`src/rtl/cpu_run_monitor_if.sv`:
```
// Retire-side bus from the single-cycle MIPS CPU to the run monitor.
// Carries one retirement per cycle, qualified by retire_valid.
//   retire_valid : an instruction retires this cycle
//   pc           : PC of the retiring instruction
//   instr        : retiring instruction word
//   reg_v0       : $v0 value read at retire
//   reg_a0       : $a0 value read at retire
// master = CPU writeback/PC path, slave = cpu_run_monitor.
interface cpu_run_monitor_if #(
    parameter int PC_WIDTH = 32
);
    logic                retire_valid;
    logic [PC_WIDTH-1:0] pc;
    logic [31:0]         instr;
    logic [31:0]         reg_v0;
    logic [31:0]         reg_a0;

    modport master (
        output retire_valid,
        output pc,
        output instr,
        output reg_v0,
        output reg_a0
    );

    modport slave (
        input retire_valid,
        input pc,
        input instr,
        input reg_v0,
        input reg_a0
    );
endinterface

```
`src/rtl/cpu_run_monitor.sv`:
```
// Run-control and end-of-program detector for the single-cycle MIPS CPU.
// Generates the CPU reset pulse, counts RUN cycles and retired
// instructions, and stops the run on an exit syscall, a retire at the
// halt PC, a retire-stall watchdog or a cycle-limit timeout.
// Ports:
//   clk          : system clock, rising edge
//   reset        : asynchronous active-high reset
//   restart      : synchronous pulse, re-enters HOLD from any state
//   retire_bus   : retire-side bus (slave modport)
//   cpu_reset    : reset to the CPU
//   cpu_halt     : freezes the CPU (same as done)
//   running      : monitor is in RUN
//   done         : a terminal state has been reached
//   status       : 0 none, 1 EXIT, 2 HALT_PC, 3 STALL, 4 TIMEOUT
//   exit_code    : exit value ($a0[7:0] for exit2, else 0)
//   cycle_count  : RUN cycles elapsed (saturating)
//   retire_count : instructions retired (saturating)
module cpu_run_monitor #(
    parameter int                  PC_WIDTH     = 32,
    parameter int                  CNT_WIDTH    = 32,
    parameter int                  RESET_CYCLES = 2,
    parameter int unsigned         MAX_CYCLES   = 1000,
    parameter int unsigned         STALL_LIMIT  = 64,
    parameter logic [PC_WIDTH-1:0] HALT_PC      = 32'h0000_1FFC,
    parameter int                  HALT_PC_EN   = 0
) (
    input  logic                 clk,
    input  logic                 reset,
    input  logic                 restart,
    cpu_run_monitor_if.slave     retire_bus,
    output logic                 cpu_reset,
    output logic                 cpu_halt,
    output logic                 running,
    output logic                 done,
    output logic [2:0]           status,
    output logic [7:0]           exit_code,
    output logic [CNT_WIDTH-1:0] cycle_count,
    output logic [CNT_WIDTH-1:0] retire_count
);
    typedef enum logic [1:0] {
        ST_HOLD = 2'd0,
        ST_RUN  = 2'd1,
        ST_DONE = 2'd2
    } state_t;

    localparam logic [2:0] STATUS_NONE    = 3'd0;
    localparam logic [2:0] STATUS_EXIT    = 3'd1;
    localparam logic [2:0] STATUS_HALT_PC = 3'd2;
    localparam logic [2:0] STATUS_STALL   = 3'd3;
    localparam logic [2:0] STATUS_TIMEOUT = 3'd4;

    localparam int                  HOLD_W    = $clog2(RESET_CYCLES + 1) + 1;
    localparam logic [HOLD_W-1:0]   HOLD_LAST = HOLD_W'(RESET_CYCLES);
    localparam logic [CNT_WIDTH-1:0] CNT_ALL  = '1;
    localparam logic [CNT_WIDTH-1:0] CNT_ONE  = CNT_WIDTH'(1);
    localparam logic [CNT_WIDTH-1:0] MAX_V    = CNT_WIDTH'(MAX_CYCLES);
    localparam logic [CNT_WIDTH-1:0] STALL_V  = CNT_WIDTH'(STALL_LIMIT);

    state_t               state_reg;
    logic [HOLD_W-1:0]    hold_cnt_reg;
    logic [CNT_WIDTH-1:0] idle_cnt_reg;

    logic                 retire_valid;
    logic [PC_WIDTH-1:0]  pc;
    logic [31:0]          instr;
    logic [31:0]          reg_v0;
    logic [31:0]          reg_a0;

    assign retire_valid = retire_bus.retire_valid;
    assign pc           = retire_bus.pc;
    assign instr        = retire_bus.instr;
    assign reg_v0       = retire_bus.reg_v0;
    assign reg_a0       = retire_bus.reg_a0;

    // Only the low byte of $a0 becomes the exit code.
    logic unused_a0_hi;
    assign unused_a0_hi = &{1'b0, reg_a0[31:8]};

    logic [CNT_WIDTH-1:0] cycle_next;
    logic [CNT_WIDTH-1:0] retire_next;
    logic [CNT_WIDTH-1:0] idle_next;
    logic                 exit_hit;
    logic                 halt_hit;
    logic                 stall_hit;
    logic                 timeout_hit;
    logic [7:0]           exit_val;

    // Candidate counter values for the current RUN cycle. Events compare
    // against these so the event cycle is itself counted.
    always_comb begin
        cycle_next  = cycle_count;
        retire_next = retire_count;
        idle_next   = idle_cnt_reg;
        if (cycle_count != CNT_ALL) begin
            cycle_next = cycle_count + CNT_ONE;
        end
        if (retire_valid) begin
            idle_next = '0;
            if (retire_count != CNT_ALL) begin
                retire_next = retire_count + CNT_ONE;
            end
        end else if (idle_cnt_reg != CNT_ALL) begin
            idle_next = idle_cnt_reg + CNT_ONE;
        end
    end

    always_comb begin
        exit_hit    = retire_valid && (instr == 32'h0000_000C) &&
                      ((reg_v0 == 32'd10) || (reg_v0 == 32'd17));
        exit_val    = (reg_v0 == 32'd17) ? reg_a0[7:0] : 8'd0;
        halt_hit    = (HALT_PC_EN != 0) && retire_valid && (pc == HALT_PC);
        stall_hit   = (STALL_LIMIT != 0) && !retire_valid && (idle_next == STALL_V);
        timeout_hit = (MAX_CYCLES != 0) && (cycle_next == MAX_V);
    end

    always_ff @(posedge clk or posedge reset) begin
        if (reset) begin
            state_reg    <= ST_HOLD;
            hold_cnt_reg <= '0;
            idle_cnt_reg <= '0;
            cpu_reset    <= 1'b1;
            cpu_halt     <= 1'b0;
            running      <= 1'b0;
            done         <= 1'b0;
            status       <= STATUS_NONE;
            exit_code    <= 8'd0;
            cycle_count  <= '0;
            retire_count <= '0;
        end else if (restart) begin
            state_reg    <= ST_HOLD;
            // The restart edge itself begins the first full held cycle,
            // whereas after reset release the first edge only synchronises.
            // Starting one step ahead keeps both paths at RESET_CYCLES
            // full cycles of cpu_reset.
            hold_cnt_reg <= HOLD_W'(1);
            idle_cnt_reg <= '0;
            cpu_reset    <= 1'b1;
            cpu_halt     <= 1'b0;
            running      <= 1'b0;
            done         <= 1'b0;
            status       <= STATUS_NONE;
            exit_code    <= 8'd0;
            cycle_count  <= '0;
            retire_count <= '0;
        end else begin
            case (state_reg)
                ST_HOLD: begin
                    if (hold_cnt_reg == HOLD_LAST) begin
                        state_reg <= ST_RUN;
                        cpu_reset <= 1'b0;
                        running   <= 1'b1;
                    end else begin
                        hold_cnt_reg <= hold_cnt_reg + HOLD_W'(1);
                    end
                end
                ST_RUN: begin
                    cycle_count  <= cycle_next;
                    retire_count <= retire_next;
                    idle_cnt_reg <= idle_next;
                    if (exit_hit || halt_hit || stall_hit || timeout_hit) begin
                        state_reg <= ST_DONE;
                        running   <= 1'b0;
                        done      <= 1'b1;
                        cpu_halt  <= 1'b1;
                        // Priority: EXIT > HALT_PC > STALL > TIMEOUT
                        if (exit_hit) begin
                            status    <= STATUS_EXIT;
                            exit_code <= exit_val;
                        end else if (halt_hit) begin
                            status <= STATUS_HALT_PC;
                        end else if (stall_hit) begin
                            status <= STATUS_STALL;
                        end else begin
                            status <= STATUS_TIMEOUT;
                        end
                    end
                end
                ST_DONE: begin
                    // Sticky: only reset or restart leave DONE.
                end
                default: begin
                    state_reg <= ST_HOLD;
                    cpu_reset <= 1'b1;
                    running   <= 1'b0;
                    done      <= 1'b0;
                    cpu_halt  <= 1'b0;
                end
            endcase
        end
    end
endmodule
```
`src/flat_wrapper.sv`:
```
// flat-port wrapper written by rule: the top's interface ports become plain ports
module cpu_run_monitor_flat 
#(
    parameter int                  PC_WIDTH     = 32,
    parameter int                  CNT_WIDTH    = 32,
    parameter int                  RESET_CYCLES = 2,
    parameter int unsigned         MAX_CYCLES   = 1000,
    parameter int unsigned         STALL_LIMIT  = 64,
    parameter logic [PC_WIDTH-1:0] HALT_PC      = 32'h0000_1FFC,
    parameter int                  HALT_PC_EN   = 0
)
  (clk, reset, restart, cpu_reset, cpu_halt, running, done, status, exit_code, cycle_count, retire_count, retire_bus_retire_valid, retire_bus_pc, retire_bus_instr, retire_bus_reg_v0, retire_bus_reg_a0);
  cpu_run_monitor_if #(.PC_WIDTH(PC_WIDTH)) retire_bus_i ();
  input  logic clk;
  input  logic reset;
  input  logic restart;
  output logic cpu_reset;
  output logic cpu_halt;
  output logic running;
  output logic done;
  output logic [2:0] status;
  output logic [7:0] exit_code;
  output logic [CNT_WIDTH-1:0] cycle_count;
  output logic [CNT_WIDTH-1:0] retire_count;
  input wire logic [$bits(retire_bus_i.retire_valid)-1:0] retire_bus_retire_valid;
  input wire logic [$bits(retire_bus_i.pc)-1:0] retire_bus_pc;
  input wire logic [$bits(retire_bus_i.instr)-1:0] retire_bus_instr;
  input wire logic [$bits(retire_bus_i.reg_v0)-1:0] retire_bus_reg_v0;
  input wire logic [$bits(retire_bus_i.reg_a0)-1:0] retire_bus_reg_a0;
  assign retire_bus_i.retire_valid = retire_bus_retire_valid;
  assign retire_bus_i.pc = retire_bus_pc;
  assign retire_bus_i.instr = retire_bus_instr;
  assign retire_bus_i.reg_v0 = retire_bus_reg_v0;
  assign retire_bus_i.reg_a0 = retire_bus_reg_a0;
  cpu_run_monitor #(.PC_WIDTH(PC_WIDTH), .CNT_WIDTH(CNT_WIDTH), .RESET_CYCLES(RESET_CYCLES), .MAX_CYCLES(MAX_CYCLES), .STALL_LIMIT(STALL_LIMIT), .HALT_PC(HALT_PC), .HALT_PC_EN(HALT_PC_EN)) u_core (.clk(clk), .reset(reset), .restart(restart), .retire_bus(retire_bus_i), .cpu_reset(cpu_reset), .cpu_halt(cpu_halt), .running(running), .done(done), .status(status), .exit_code(exit_code), .cycle_count(cycle_count), .retire_count(retire_count));
endmodule
```
`config.mk`:
```
export PLATFORM = sky130hd
export DESIGN_NAME = cpu_run_monitor_flat
export DESIGN_NICKNAME = d
export VERILOG_FILES = /design/src/rtl/cpu_run_monitor_if.sv /design/src/rtl/cpu_run_monitor.sv /design/src/flat_wrapper.sv
export SDC_FILE = /design/constraint.sdc
export NUM_CORES = 1
export LEC_CHECK = 0
export ABC_AREA = 0
export CAP_MARGIN = 0
export CORE_MARGIN = 10
export CORE_UTILIZATION = 30
export CTS_CLUSTER_SIZE = 14
export DETAILED_ROUTE_END_ITERATION = 8
export HOLD_SLACK_MARGIN = 0.03
export SYNTH_ARGS = -nofsm -noshare
export SYNTH_HDL_FRONTEND = slang
export SYNTH_SLANG_ARGS = --single-unit
export TNS_END_PERCENT = 1
```
`constraint.sdc`:
```
create_clock -name clk -period 5.3 [get_ports clk]
set_input_delay 0.795 -clock clk [delete_from_list [all_inputs] [get_ports clk]]
set_output_delay 0.795 -clock clk [all_outputs]
set_load 0.005 [all_outputs]
```
# Yosys cells after proc, flatten, opt, wreduce, memory -nomap -nowiden
# Index checks and enable logic that the tools add are counted.
# Widths: inputs -> output; s select.
[totals] rom_bits=0 mem_count=0 wordCells=92 ram_bits=0 latchBits=0 register_bits=115 input_bits=132 out_inout_bits=79
[op_classes] eq_ne=17 mux=38 n_div=0 n_reduce_logical=23 order_cmp=0 mul=0 shift=0 bitwise_logic=0 addsub=4
[ops] op="$mux 32" count=11
[ops] op="$add 32x1->32 const B" count=3
[ops] op="$ne 32x32->1 const B" count=3
[ops] op="$eq 32x4->1 const B" count=2
[ops] op="$mux 8" count=5
[ops] op="$eq 32x10->1 const B" count=1
[ops] op="$eq 32x5->1 const B" count=1
[ops] op="$eq 32x7->1 const B" count=1
[ops] op="$mux 3" count=8
[ops] op="$reduce_bool 2->1" count=6
[ops] op="$reduce_and 3->1" count=3
[ops] op="$reduce_and 2->1" count=4
[ops] op="$mux 1" count=7
[ops] op="$mux 2" count=3
[ops] op="$ne 3x2->1 const B" count=2
[ops] op="$pmux 2 s3" count=1
[ops] op="$ne 2x1->1 const B" count=2
[ops] op="$ne 2x2->1 const B" count=2
[ops] op="$pmux 1 s2" count=2
[ops] op="$reduce_or 2->1" count=2
[ops] op="$add 3x1->3 const B" count=1
[ops] op="$eq 3x2->1 const B" count=1
[ops] op="$logic_and 1x1->1" count=3
[ops] op="$logic_or 1x1->1" count=3
[ops] op="other kinds (5)" count=5

# Logic depth before layout (Yosys ltp)
# Gate-level depths: netlist of run 1.
[logic_depth] word_depth=10 ltp_mapped=10 mapped_depth_nobuf=9

# Worst setup path before layout of run 1
# Ideal clock, no wire load.
[synth_timing] path_kind="reg-to-reg" start="register u_core.cycle_count[0]" end="register u_core.state_reg[1]" path_buffers=1 path_stages_with_launch=11 path_slack_ns=2.638 required_time_ns=5.180 t_arrival_ns=2.542 cell_sequence="dfrtp_1 ha_1 nand3_2 nor4_2 buf_2 and2_1 a31oi_1 nor4_4 nand4_2 a41o_1 a41o_1"
[synth_via] elab_chain_cells=6
[synth_rtl] item="from (decl)" line_no="cpu_run_monitor.sv:37" text="output logic [CNT_WIDTH-1:0] cycle_count,"
[synth_rtl] item="from (signal assigned)" line_no="cpu_run_monitor.sv:157" text="cycle_count <= cycle_next;"
[synth_rtl] item="$add 32x1->32 / $ne 32x32->1 (equally long branches)" line_no="cpu_run_monitor.sv:95, cpu_run_monitor.sv:94"
[synth_rtl] item="$mux 32 *" line_no="cpu_run_monitor.sv:94" text="if (cycle_count != CNT_ALL) begin"
[synth_rtl] item="$eq 32x10->1 *" line_no="cpu_run_monitor.sv:113" text="timeout_hit = (MAX_CYCLES != 0) && (cycle_next == MAX_V);"
[synth_rtl] item="$logic_or 1x1->1 *" line_no="cpu_run_monitor.sv:160" text="if (exit_hit || halt_hit || stall_hit || timeout_hit) begin"
[synth_rtl] item="$ne 3x2->1 (no line) *"
[synth_rtl] item="$reduce_and 3->1 (no line) *"
[synth_rtl] item="to (signal assigned)" line_no="cpu_run_monitor.sv:118" text="state_reg <= ST_HOLD;"
[synth_rtl] item="to (signal assigned)" line_no="cpu_run_monitor.sv:130" text="state_reg <= ST_HOLD;"
[synth_rtl] item="to (signal assigned)" line_no="cpu_run_monitor.sv:161" text="state_reg <= ST_DONE;"
[synth_rtl] item="to (decl)" line_no="cpu_run_monitor.sv:59" text="state_t state_reg;"
# Mark *: on every way between the ends. The rest lies on a longest branch, timed or not.
# A chain may end at the register's enable or synchronous reset.

# Final worst setup path of run 1
# Same ends and word-level chain as after synthesis.

==> results of run 1 <==
layout by cell type (no fill, tap or decap), types with 4 or more instances in the layout:
| cell type | count |
|---|---|
| sky130_fd_sc_hd__a31o_2 | 4 |
| sky130_fd_sc_hd__and3_1 | 20 |
| sky130_fd_sc_hd__ha_1 | 8 |
| sky130_fd_sc_hd__a41o_1 | 5 |
| sky130_fd_sc_hd__nor2_1 | 91 |
| sky130_fd_sc_hd__nand2b_1 | 5 |
| sky130_fd_sc_hd__mux2i_1 | 10 |
| sky130_fd_sc_hd__nand2_1 | 93 |
| sky130_fd_sc_hd__xor2_1 | 8 |
| sky130_fd_sc_hd__a221oi_1 | 4 |
| sky130_fd_sc_hd__nor4_4 | 4 |
| sky130_fd_sc_hd__nand3_1 | 48 |
| sky130_fd_sc_hd__clkinv_4 | 6 |
| sky130_fd_sc_hd__a41oi_1 | 7 |
| sky130_fd_sc_hd__a21oi_1 | 53 |
| sky130_fd_sc_hd__and4_1 | 16 |
| sky130_fd_sc_hd__o31ai_1 | 7 |
| sky130_fd_sc_hd__xnor2_1 | 36 |
| sky130_fd_sc_hd__a31oi_1 | 15 |
| sky130_fd_sc_hd__nand4_2 | 5 |
| sky130_fd_sc_hd__a211oi_1 | 37 |
| sky130_fd_sc_hd__or2_2 | 4 |
| sky130_fd_sc_hd__nand4_4 | 4 |
| sky130_fd_sc_hd__a311oi_1 | 8 |
| sky130_fd_sc_hd__o21ai_0 | 42 |
| sky130_fd_sc_hd__nand4_1 | 40 |
| sky130_fd_sc_hd__nand3b_1 | 4 |
| sky130_fd_sc_hd__nor3_1 | 28 |
| sky130_fd_sc_hd__buf_4 | 8 |
| sky130_fd_sc_hd__or3_1 | 10 |
| sky130_fd_sc_hd__nor3b_1 | 4 |
| sky130_fd_sc_hd__clkbuf_16 | 17 |
| sky130_fd_sc_hd__clkdlybuf4s50_1 | 153 |
| sky130_fd_sc_hd__nor4_2 | 4 |
| sky130_fd_sc_hd__inv_1 | 27 |
| sky130_fd_sc_hd__and2_1 | 9 |
| sky130_fd_sc_hd__dfrtp_1 | 113 |
| sky130_fd_sc_hd__nor4_1 | 27 |
kinds of logic after synthesis:
group                      after synthesis
buffers and inverters                   98
xor gates and xnor gates                44
DFF                                    114
and+or+nand+nor                        431
muxes                                   13
adders and majority gates                9
AOI/OAI and AO/OA                      218
path summary, 6_finish.rpt:
path | startpoint | to | slack [ps] | cells past startpoint
hold / removal | u_core.exit_code[3] | u_core.exit_code[3] | 480 | 2
hold reg to reg | u_core.exit_code[3] | u_core.exit_code[3] | 480 | 2
min in group asynchronous | reset | u_core.retire_count[27] | 600 | 2
setup reg to reg | u_core.cycle_count[0] | u_core.state_reg[1] | 1830 | 9
max in group asynchronous | reset | u_core.cycle_count[11] | 3770 | 3
setup / recovery | u_core.cycle_count[0] | u_core.state_reg[1] | 1830 | 9
worst max-delay path: cells and delay by family (launching register included):
kind,cells,cell delay [ps]
compound gates,3,620
fa+ha+maj,1,350
simple gates,5,1890
flops,1,500
where the power goes:
part / total, mW / leakage (nW) / switching (mW) / internal (mW)
registers: 0.927 / 1.58 / 0.0303 / 0.897
clock network: 1.10 / 0.270 / 0.457 / 0.647
logic: 0.361 / 1.95 / 0.213 / 0.148
total: 2.39 / 3.80 / 0.700 / 1.69
through the flow:
stage | setup WS [ps] | power [mW]
2_1_floorplan | 1491 | 1.146
3_3_place_gp | 1682 | 1.302
3_5_place_dp | 1665 | 1.304
4_1_cts | 1834 | 2.422
5_1_grt | 1524 | 2.499
6_report | 1827 | 2.392
final cells by class:
cell class	instances	area share, %
flip-flops and latches	114	28.34
clock inverters	15	1.367
inverters	29	1.106
multi-input cells	715	45.05
repair buffers	161	15.81
well taps	330	4.100
clock buffers	17	4.225
metal layers:
metal  GRT usage (%)  vias to the layer above  share of wire (%)
met5               0                        -                  0
met4           5.011                        0                2.0
li1                -                     3689                  -
met1           19.51                     3708                 45
met3           3.616                       32                5.3
met2           23.65                      211                 48
==> qor.yml, run 1 <==
synth:
  synth_area_leaders: "sky130_fd_sc_hd__dfrtp_1 36%, sky130_fd_sc_hd__nand2_1 4.5%, sky130_fd_sc_hd__nor2_1 4.4%"
  postSynth.asyncResetShare_pct: 100.0
  synth_enable_flop_cells: 0
  synth_warnings: 0
  combinational_family_with_the_most_area_after_synthesis: "simple AND/OR/NAND/NOR gates"
  most_frequent_cell_after_synthesis: "sky130_fd_sc_hd__dfrtp_1"
  fraction_of_synthesized_cell_area_in_xor_and_xnor_cells_pct: 4.941
  synth_top_cell_by_area: "sky130_fd_sc_hd__dfrtp_1"
  synth_nets: 1068
  synth_top_cell_area_share_pct: 36.25
  syn_inst: 927
  synthMuxAreaShare_pct: 1.813
  netlist_area_sq_um: 7800
  ys_ff_latch: 114
  synth_simple_gate_area_share_pct: 30.83
  synth_compound_gate_area_share_pct: 18.98
  netlist-cell-type-count: 78
  postSynth.topFlopCell: "sky130_fd_sc_hd__dfrtp_1"
  post_synth_fa_ha_maj_area_fraction_pct: 1.444
  syn_avg_cell_area_sq_um: 8.414
  synth_seq_area_share_pct: 36.59
  synthTopCellsByCount: "113 x sky130_fd_sc_hd__dfrtp_1, 93 x sky130_fd_sc_hd__nand2_1, 91 x sky130_fd_sc_hd__nor2_1, 53 x sky130_fd_sc_hd__a21oi_1, 48 x sky130_fd_sc_hd__nand3_1"
die:
  io_pins: 211
  die_w_um: 181.2
  num_rows: 58
  design.die.area_sq_um: 32850
  floorplan.core_area_sq_um: 25400
  initial_utilization_pct: 30.71
  die_height_um: 181.2
placed_design:
  number_of_placed_instances_with_taps_included: 1349
  detailed_place.area_sq_um: 9507
  gp_congestion: 0.8549
  hpwlAfterDp_mm: 17.56
  number_of_port_buffers: 154
route:
  post_drt_wl_per_cell_um: 18.26
  drc: 0
  drtPass1Iterations: 5
  finalWirelength_mm: 25.22
  drt_iter0_drc: 686
  vias_per_std_cell: 5.532
  final_antenna_net_count: 0
  routed-via-count: 7640
sta:
  final-hold-violation-count: 0
  max_clock_freq_ghz: 0.2879
  drv_slew: 0
  grt_setup_unrepaired: "no"
  fin_tns_setup_ps: 0
  layout_worst_path_cycle_share_pct: 65.53
  worstMarginPinSlew_ps: 906.0
  hold-worst-slack_ps: 481.6
  finalWorstPathRequiredPeriod_ps: 3473
  maxSlewHeadroom_pct: 39.09
  setup_viol: 0
  fin_worst_skew_ps: 7.330
cells_and_area:
  final_util_pct: 39.65
  instances_no_fill: 1381
  multi_input_area_sq_um: 4537
  layout-drive-gt1-share_pct: 7.802
  final_cell_area_sq_um: 10070
  sequential_cell_area_sq_um: 2854
  ant_diodes: 0
  finalNetCount: 1179
  num-fill-cells: 2560
  area_delta_synth_final_pct: 29.10
worst_setup_path:
  start_kind: "register"
  critical_path_required_ps: 5610
  critPathMaxFanout: 11
  list_of_cells_traversed_by_the_critical_path: "ha_1, nand3_2, nor4_2, and2_1, a31oi_1, nor4_4, nand4_2, a41o_1, a41o_1"
  slowest_delay_ps: 850
  crit_arrival_ps: 3780
  critical_path.most_common_cell: "sky130_fd_sc_hd__a41o_1"
  sort_of_element_at_the_end_of_the_critical_path: "register"
  critical_path.slowest_cell: "sky130_fd_sc_hd__nor4_2"
  timing_worst_setup_path_type: "register to register"
flow_run:
  drv_cap: 0
worst_hold_path:
  hold_path.class: "register to register"
clock_network:
  ctsRootBufferMaster: "sky130_fd_sc_hd__clkbuf_16"
  cts-root-to-sink-buffers: 2
  cts.repair_timing.setup_buffer_count: 0
  cts_tree: "built"
  cts_made_buffers: 17
  cts_sinks: 114
  skew_pair_late_insertion_delay_ps: 430
  cts.repair.resized: 0
  cts.clk_slew.worst_paths_ps: 60
  htreeDepth: 4
  cts_hold_buf: 0
power:
  peakVddDrop_mv: 0.1586
  leakage_power_total_nw: 3.799
  power_per_cell_area_nw_per_um2: 237.5
global_routing:
  global_route.overflow_total: 0
  gr-usage-all-layers_pct: 14.95
  antenna_violations_before_repair: 0
  maximum_number_of_pins_on_one_net_before_global_route_repair: 61
  vias_in_the_first_global_route: 7395
  grt_first_pass_wirelength_mm: 41.12
status:
  outcome: "completed"
Power figures use the tool's default switching activity.
==> run 2: changes to the inputs <==
==> constraint.sdc (replaced) <==
create_clock -name clk -period 3.5 [get_ports clk]
set_input_delay 0.525 -clock clk [delete_from_list [all_inputs] [get_ports clk]]
set_output_delay 0.525 -clock clk [all_outputs]
set_load 0.005 [all_outputs]
==> qor.yml, run 2 (same netlist as run 1, synthesis figures left out) <==
power:
  power.share.combinational_pct: 14.4  # -0.7 points
  leakage_power_total_nw: 3.928  # +3.4%
  p_sw_mw: 1.049  # +50%
  pwr-share-clk_pct: 49.9  # +3.8 points
  peakVddDrop_mv: 0.2758  # +74%
  power_per_cell_area_nw_per_um2: 380.1  # +60%
  p_sw_share_pct: 26.75  # -2.5 points
  seq_power_share_pct: 35.8  # -3.0 points
  power_report.internal_total_mw: 2.873  # +70%
placed_design:
  detailed_place.area_sq_um: 9668  # +1.7%
  number_of_port_buffers: 154  # unchanged
  number_of_placed_instances_with_taps_included: 1367  # +1.3%
  gp_congestion: 0.8837  # +3.4%
  hpwlAfterDp_mm: 17.91  # +2.0%
die:
  die_height_um: 181.2  # unchanged
  design.die.area_sq_um: 32850  # unchanged
  num_rows: 58  # unchanged
  initial_utilization_pct: 30.71  # unchanged
  io_pins: 211  # unchanged
  floorplan.core_area_sq_um: 25400  # unchanged
  die_w_um: 181.2  # unchanged
route:
  final_antenna_net_count: 0  # unchanged
  post_drt_wl_per_cell_um: 18.26  # about the same
  routed-via-count: 7724  # +1.1%
  drtPass1Iterations: 7  # +2
  finalWirelength_mm: 25.55  # +1.3%
  drt_iter0_drc: 575  # -16%
  vias_per_std_cell: 5.521  # -0.20%
  drc: 0  # unchanged
worst_setup_path:
  worstSetupStartpoint: "u_core.cycle_count[0]"
  critPathMaxFanout: 8  # -3
  reg2reg_slack_ps: 440  # -1390 ps
  endpoint: "u_core.state_reg[1]"
  sort_of_element_at_the_end_of_the_critical_path: "register"
  rr_worst_depth: 9  # unchanged
  timing_worst_setup_path_type: "register to register"
  rr_startpoint: "u_core.cycle_count[0]"
  r2r_end: "u_core.state_reg[1]"
  start_kind: "register"
  critical_path_required_ps: 3820  # -1790 ps
  crit_arrival_ps: 3380  # -400 ps
sta:
  finalWorstPathRequiredPeriod_ps: 3062  # -411.0 ps
  fin_worst_skew_ps: 17.09  # +9.763 ps
  maxSlewHeadroom_pct: 39.95  # +0.85 points
  max_clock_freq_ghz: 0.3266  # +13%
  fin_tns_setup_ps: 0  # unchanged
  final-hold-violation-count: 0  # unchanged
  grt_setup_unrepaired: "no"
  layout_worst_path_cycle_share_pct: 87.48  # +22 points
  setup_viol: 0  # unchanged
  worstMarginPinSlew_ps: 900.8  # -5.247 ps
  drv_slew: 0  # unchanged
cells_and_area:
  area_delta_synth_final_pct: 32.29
  layout-drive-gt1-share_pct: 9.261  # +1.5 points
  num-fill-cells: 2581  # +0.82%
  sequential_cell_area_sq_um: 2854  # unchanged
  final_cell_area_sq_um: 10320  # +2.5%
  instances_no_fill: 1399  # +1.3%
  layout_common_cells: "153 x sky130_fd_sc_hd__clkdlybuf4s50_1, 113 x sky130_fd_sc_hd__dfrtp_1, 93 x sky130_fd_sc_hd__nand2_1, 91 x sky130_fd_sc_hd__nor2_1, 53 x sky130_fd_sc_hd__a21oi_1"
  multi_input_area_sq_um: 4537  # unchanged
  final_util_pct: 40.63  # +0.98 points
  layout.cells.most_common: "sky130_fd_sc_hd__clkdlybuf4s50_1"
  finalNetCount: 1197  # +1.5%
  ant_diodes: 0  # unchanged
clock_network:
  cts_hold_buf: 0  # unchanged
  cts.repair_timing.setup_buffer_count: 0  # unchanged
  cts_tree: "built"
  skew_pair_late_insertion_delay_ps: 430  # about the same
  cts-root-to-sink-buffers: 2  # unchanged
  ctsRootBufferMaster: "sky130_fd_sc_hd__clkbuf_16"
  cts_sinks: 114  # unchanged
  htreeDepth: 4  # unchanged
  cts.repair.resized: 0  # unchanged
  cts.clk_slew.worst_paths_ps: 60  # about the same
  cts_made_buffers: 17  # unchanged
global_routing:
  vias_in_the_first_global_route: 7511  # +1.6%
  gr-usage-all-layers_pct: 15.21  # +0.26 points
  antenna_violations_before_repair: 0  # unchanged
  maximum_number_of_pins_on_one_net_before_global_route_repair: 91  # +49%
  grt_first_pass_wirelength_mm: 41.46  # +0.82%
  global_route.overflow_total: 0  # unchanged
worst_hold_path:
  worst_min_delay_path_startpoint: "u_core.exit_code[5]"
  hold_path.class: "register to register"
  timing.hold.worst_path_depth: 2  # unchanged
status:
  outcome: "completed"
flow_run:
  drv_cap: 0  # unchanged
[run 2: cell types whose count changed in the layout (fill, tap and decap cells not counted)]
cell and change:
sky130_fd_sc_hd__buf_4 +16, sky130_fd_sc_hd__clkinv_4 -5, sky130_fd_sc_hd__bufinv_16 +4, sky130_fd_sc_hd__clkbuf_1 +1, sky130_fd_sc_hd__buf_12 +2, sky130_fd_sc_hd__clkinvlp_4 +2
sky130_fd_sc_hd__clkbuf_8 +1, sky130_fd_sc_hd__inv_6 -1, sky130_fd_sc_hd__inv_4 -1, sky130_fd_sc_hd__clkinv_2 -1
[run 2: layout make-up]
class | count | share of cell area (%)
clock inverter | 13 | 2.013
sequential | 114 | 27.66
timing repair buffer | 179 | 16.98
clock buffer | 19 | 4.292
inverter | 29 | 1.091
multi-input combinational | 715 | 43.97
tap | 330 | 4.001
[run 2: worst min-delay path by stage]
stage | endpoint | slack (ps)
2_1_floorplan | u_core.exit_code[0] | 470
3_3_place_gp | u_core.exit_code[0] | 460
3_5_place_dp | u_core.exit_code[5] | 480
4_1_cts | u_core.exit_code[1] | 490
5_1_grt | u_core.exit_code[5] | 510
6_report | u_core.exit_code[5] | 480
[run 2: routing by layer]
layer  wire [um]  vias to the layer above  track usage, %
met5           0                        -               0
met4         443                        0           4.849
met3        1507                       31           4.196
met2       12100                      224           23.84
met1       11500                     3751           19.80
li1            -                     3718               -
[run 2: power by group through the flow]
| stage | logic [mW] | clock network (mW) | registers [mW] |
|---|---|---|---|
| floorplan | 0.323 | 0 | 1.41 |
| global placement | 0.561 | 0 | 1.42 |
| detailed placement | 0.563 | 0 | 1.42 |
| CTS | 0.567 | 1.99 | 1.40 |
| global route | 0.623 | 2.06 | 1.41 |
| finish | 0.564 | 1.96 | 1.40 |
[run 2: per-stage QoR]
step | setup slack [ps] | power [mW] | hold WS, ps
global route | 143.8 | 4.088 | 510.1
CTS | 435.4 | 3.957 | 490.1
detailed placement | 456.9 | 1.987 | 477.8
finish | 438.1 | 3.922 | 482.9
floorplan | 837.8 | 1.736 | 473.3
global placement | 497.8 | 1.985 | 463.8
[run 2: worst max-delay path, stage by stage (launching register included)]
cell	delay (ps)
sky130_fd_sc_hd__dfrtp_1	500
sky130_fd_sc_hd__ha_1	330
sky130_fd_sc_hd__nand3_2	240
sky130_fd_sc_hd__o32ai_1	360
sky130_fd_sc_hd__a32o_1	200
sky130_fd_sc_hd__nand4_1	170
sky130_fd_sc_hd__nor4_2	420
sky130_fd_sc_hd__nand4_2	250
sky130_fd_sc_hd__a41o_1	280
sky130_fd_sc_hd__a41o_1	200
==> run 3: changes to the inputs <==
--- a/config.mk
+++ b/config.mk
@@ -6,12 +6,14 @@
 export NUM_CORES = 1
 export LEC_CHECK = 0
 export ABC_AREA = 0
+export ABC_CLOCK_PERIOD_IN_PS = 3500
 export CAP_MARGIN = 0
 export CORE_MARGIN = 10
-export CORE_UTILIZATION = 30
+export CORE_UTILIZATION = 35
 export CTS_CLUSTER_SIZE = 14
 export DETAILED_ROUTE_END_ITERATION = 8
 export HOLD_SLACK_MARGIN = 0.03
+export PLACE_DENSITY_LB_ADDON = 0.12
 export SYNTH_ARGS = -nofsm -noshare
 export SYNTH_HDL_FRONTEND = slang
 export SYNTH_SLANG_ARGS = --single-unit
==> qor.yml, run 3 (same netlist as run 1, synthesis figures left out) <==
placed_design:
  preCtsSetupSlack_ps: 421.0  # -35.90 ps
  gp_congestion: 0.8484  # -4.0%
  hpwlAfterDp_mm: 17.74  # -0.91%
  number_of_port_buffers: 154  # unchanged
sta:
  layout_worst_path_cycle_share_pct: 90.89  # +3.4 points
  grt_setup_unrepaired: "no"
  final.setup.worst_slack_ps: 318.8  # -119.3 ps
  drv_slew: 0  # unchanged
  worstMarginPinSlew_ps: 884.3  # -16.52 ps
  maxSlewHeadroom_pct: 41.05  # +1.1 points
  finalWorstPathRequiredPeriod_ps: 3181  # +119.3 ps
  final-hold-violation-count: 0  # unchanged
  max_clock_freq_ghz: 0.3143  # -3.8%
  setup_viol: 0  # unchanged
  fin_worst_skew_ps: 11.39  # -5.708 ps
  fin_tns_setup_ps: 0  # unchanged
worst_setup_path:
  timing_worst_setup_path_type: "register to register"
  rr_worst_depth: 9  # unchanged
  dominant_delay_contributor_by_cell_family_on_the_critical_path: "simple AND/OR/NAND/NOR gates"
  critical_path_required_ps: 3810  # about the same
  critPathMaxFanout: 7  # -1
  critical_path.most_common_cell: "sky130_fd_sc_hd__a41o_1"
  crit_cells: 9  # unchanged
  start_kind: "register"
  cp.buffers_inverters: 0  # unchanged
  critical_path.slowest_cell: "sky130_fd_sc_hd__nor4_1"
  crit_arrival_ps: 3490  # +110 ps
  list_of_cells_traversed_by_the_critical_path: "ha_1, and3_1, nand4_2, nor2_2, a211oi_1, nor4_1, a41oi_2, a41o_1, a41o_1"
  sort_of_element_at_the_end_of_the_critical_path: "register"
  slowest_delay_ps: 500  # about the same
worst_hold_path:
  timing.hold.worst_path_depth: 2  # unchanged
  hold_path.class: "register to register"
cells_and_area:
  ant_diodes: 0  # unchanged
  sequential_cell_area_sq_um: 2854  # unchanged
  multi_input_area_sq_um: 4537  # unchanged
  num-fill-cells: 2168  # -16%
  layout.cells.most_common: "sky130_fd_sc_hd__clkdlybuf4s50_1"
  layout_common_cells: "153 x sky130_fd_sc_hd__clkdlybuf4s50_1, 113 x sky130_fd_sc_hd__dfrtp_1, 93 x sky130_fd_sc_hd__nand2_1, 91 x sky130_fd_sc_hd__nor2_1, 53 x sky130_fd_sc_hd__a21oi_1"
  area_delta_synth_final_pct: 30.56
  layout-drive-gt1-share_pct: 9.270  # about the same
  finalNetCount: 1196  # -0.084%
global_routing:
  antenna_violations_before_repair: 0  # unchanged
  grt_first_pass_wirelength_mm: 40.78  # -1.6%
  maximum_number_of_pins_on_one_net_before_global_route_repair: 115  # +26%
  gr-usage-all-layers_pct: 17.29  # +2.1 points
  global_route.overflow_total: 0  # unchanged
  vias_in_the_first_global_route: 7326  # -2.5%
route:
  routed-via-count: 7681  # -0.56%
  routed-wl-met3_mm: 1.202  # -20%
  routedLengthMet1_mm: 11.15  # -3.0%
  final_antenna_net_count: 0  # unchanged
  route.top_layer_used: "met4"
  drtPass1Iterations: 5  # -2
  met2_wirelength_mm: 12.49  # +3.2%
  finalWirelength_mm: 25.27  # -1.1%
  drt_iter0_drc: 510  # -11%
  vias_per_std_cell: 5.698  # +3.2%
  post_drt_wl_per_cell_um: 18.74  # +2.6%
  drc: 0  # unchanged
clock_network:
  cts_made_buffers: 17  # unchanged
  cts.repair.resized: 0  # unchanged
  ctsRootBufferMaster: "sky130_fd_sc_hd__clkbuf_16"
  cts-root-to-sink-buffers: 2  # unchanged
  cts_sinks: 114  # unchanged
  cts.repair_timing.setup_buffer_count: 0  # unchanged
  cts_hold_buf: 0  # unchanged
  cts.clk_slew.worst_paths_ps: 60  # about the same
  cts_tree: "built"
  htreeDepth: 4  # unchanged
  skew_pair_late_insertion_delay_ps: 430  # about the same
power:
  pwr-share-clk_pct: 47.6  # -2.3 points
  p_sw_share_pct: 28.98  # +2.2 points
  power.share.combinational_pct: 15.0  # +0.6 points
  seq_power_share_pct: 37.4  # +1.6 points
  p_sw_mw: 1.085  # +3.4%
  power_per_cell_area_nw_per_um2: 367.5  # -3.3%
  power_report.internal_total_mw: 2.658  # -7.5%
  leakage_power_total_nw: 3.904  # -0.60%
  peakVddDrop_mv: 0.2913  # +5.6%
die:
  floorplan.core_area_sq_um: 21890  # -14%
  design.die.area_sq_um: 28660  # -13%
  io_pins: 211  # unchanged
  die_height_um: 169.3  # -6.6%
  initial_utilization_pct: 35.63  # +4.9 points
  die_w_um: 169.3  # -6.6%
  num_rows: 54  # -6.9%
status:
  outcome: "completed"
flow_run:
  drv_cap: 0  # unchanged
-- run 3: cell count changes in the layout (fill, tap and decap cells not counted), sizes merged --
cell	before	now
clkinv	4	5
inv	28	34
clkbuf	19	17
buf	26	25
clkinvlp	5	3
bufinv	5	2
-- run 3: path summary, 6_finish.rpt --
| check | slack, ps | end | startpoint |
|---|---|---|---|
| max | 320 | u_core.state_reg[1] | u_core.idle_cnt_reg[1] |
| min | 470 | u_core.exit_code[3] | u_core.exit_code[3] |
| max reg2reg | 320 | u_core.state_reg[1] | u_core.idle_cnt_reg[1] |
| min reg2reg | 470 | u_core.exit_code[3] | u_core.exit_code[3] |
| max in group asynchronous | 2380 | u_core.idle_cnt_reg[13] | reset |
| min in group asynchronous | 630 | u_core.exit_code[3] | reset |
-- run 3: tightest hold or removal path, stage by stage (launching register included) --
cell                      delay (ps)
sky130_fd_sc_hd__dfrtp_1         340
sky130_fd_sc_hd__nand2_1          40
sky130_fd_sc_hd__o21ai_0          50
-- run 3: metal layers --
layer	vias to the layer above	GRT usage [%]
li1	3725	-
met1	3725	22.33
met2	207	28.66
met3	24	3.173
met4	0	5.403
met5	-	0
-- run 3: area by class of cell --
cell class,count,area share (%)
clock inverters,15,1.696
clock buffers,17,4.177
multi-input cells,715,44.55
inverters,29,1.106
repair buffers,178,17.00
flip-flops and latches,114,28.03
well taps,280,3.440
-- run 3: metrics by stage --
| step | total power, mW | instances | utilization [%] | hold WS [ps] | instance area, sq um |
|---|---|---|---|---|---|
| after floorplan | 1.736 | 927 | - | 473.3 | 7804 |
| after global placement | 1.988 | 1316 | 43.79 | 462.2 | 9585 |
| after detailed placement | 1.987 | 1316 | 43.79 | 469.3 | 9585 |
| after CTS | 3.793 | 1348 | 46.52 | 483.3 | 10180 |
| after global routing | 3.910 | 1348 | 46.52 | 501.7 | 10180 |
| final | 3.743 | 1348 | 46.52 | 472.0 | 10180 |
-- run 3: power groups by stage --
stage | clock network (mW) | registers, mW | logic, mW
finish | 1.78 | 1.40 | 0.562
CTS | 1.83 | 1.40 | 0.570
floorplan | 0 | 1.41 | 0.323
detailed placement | 0 | 1.42 | 0.567
global route | 1.88 | 1.40 | 0.626
global placement | 0 | 1.42 | 0.566
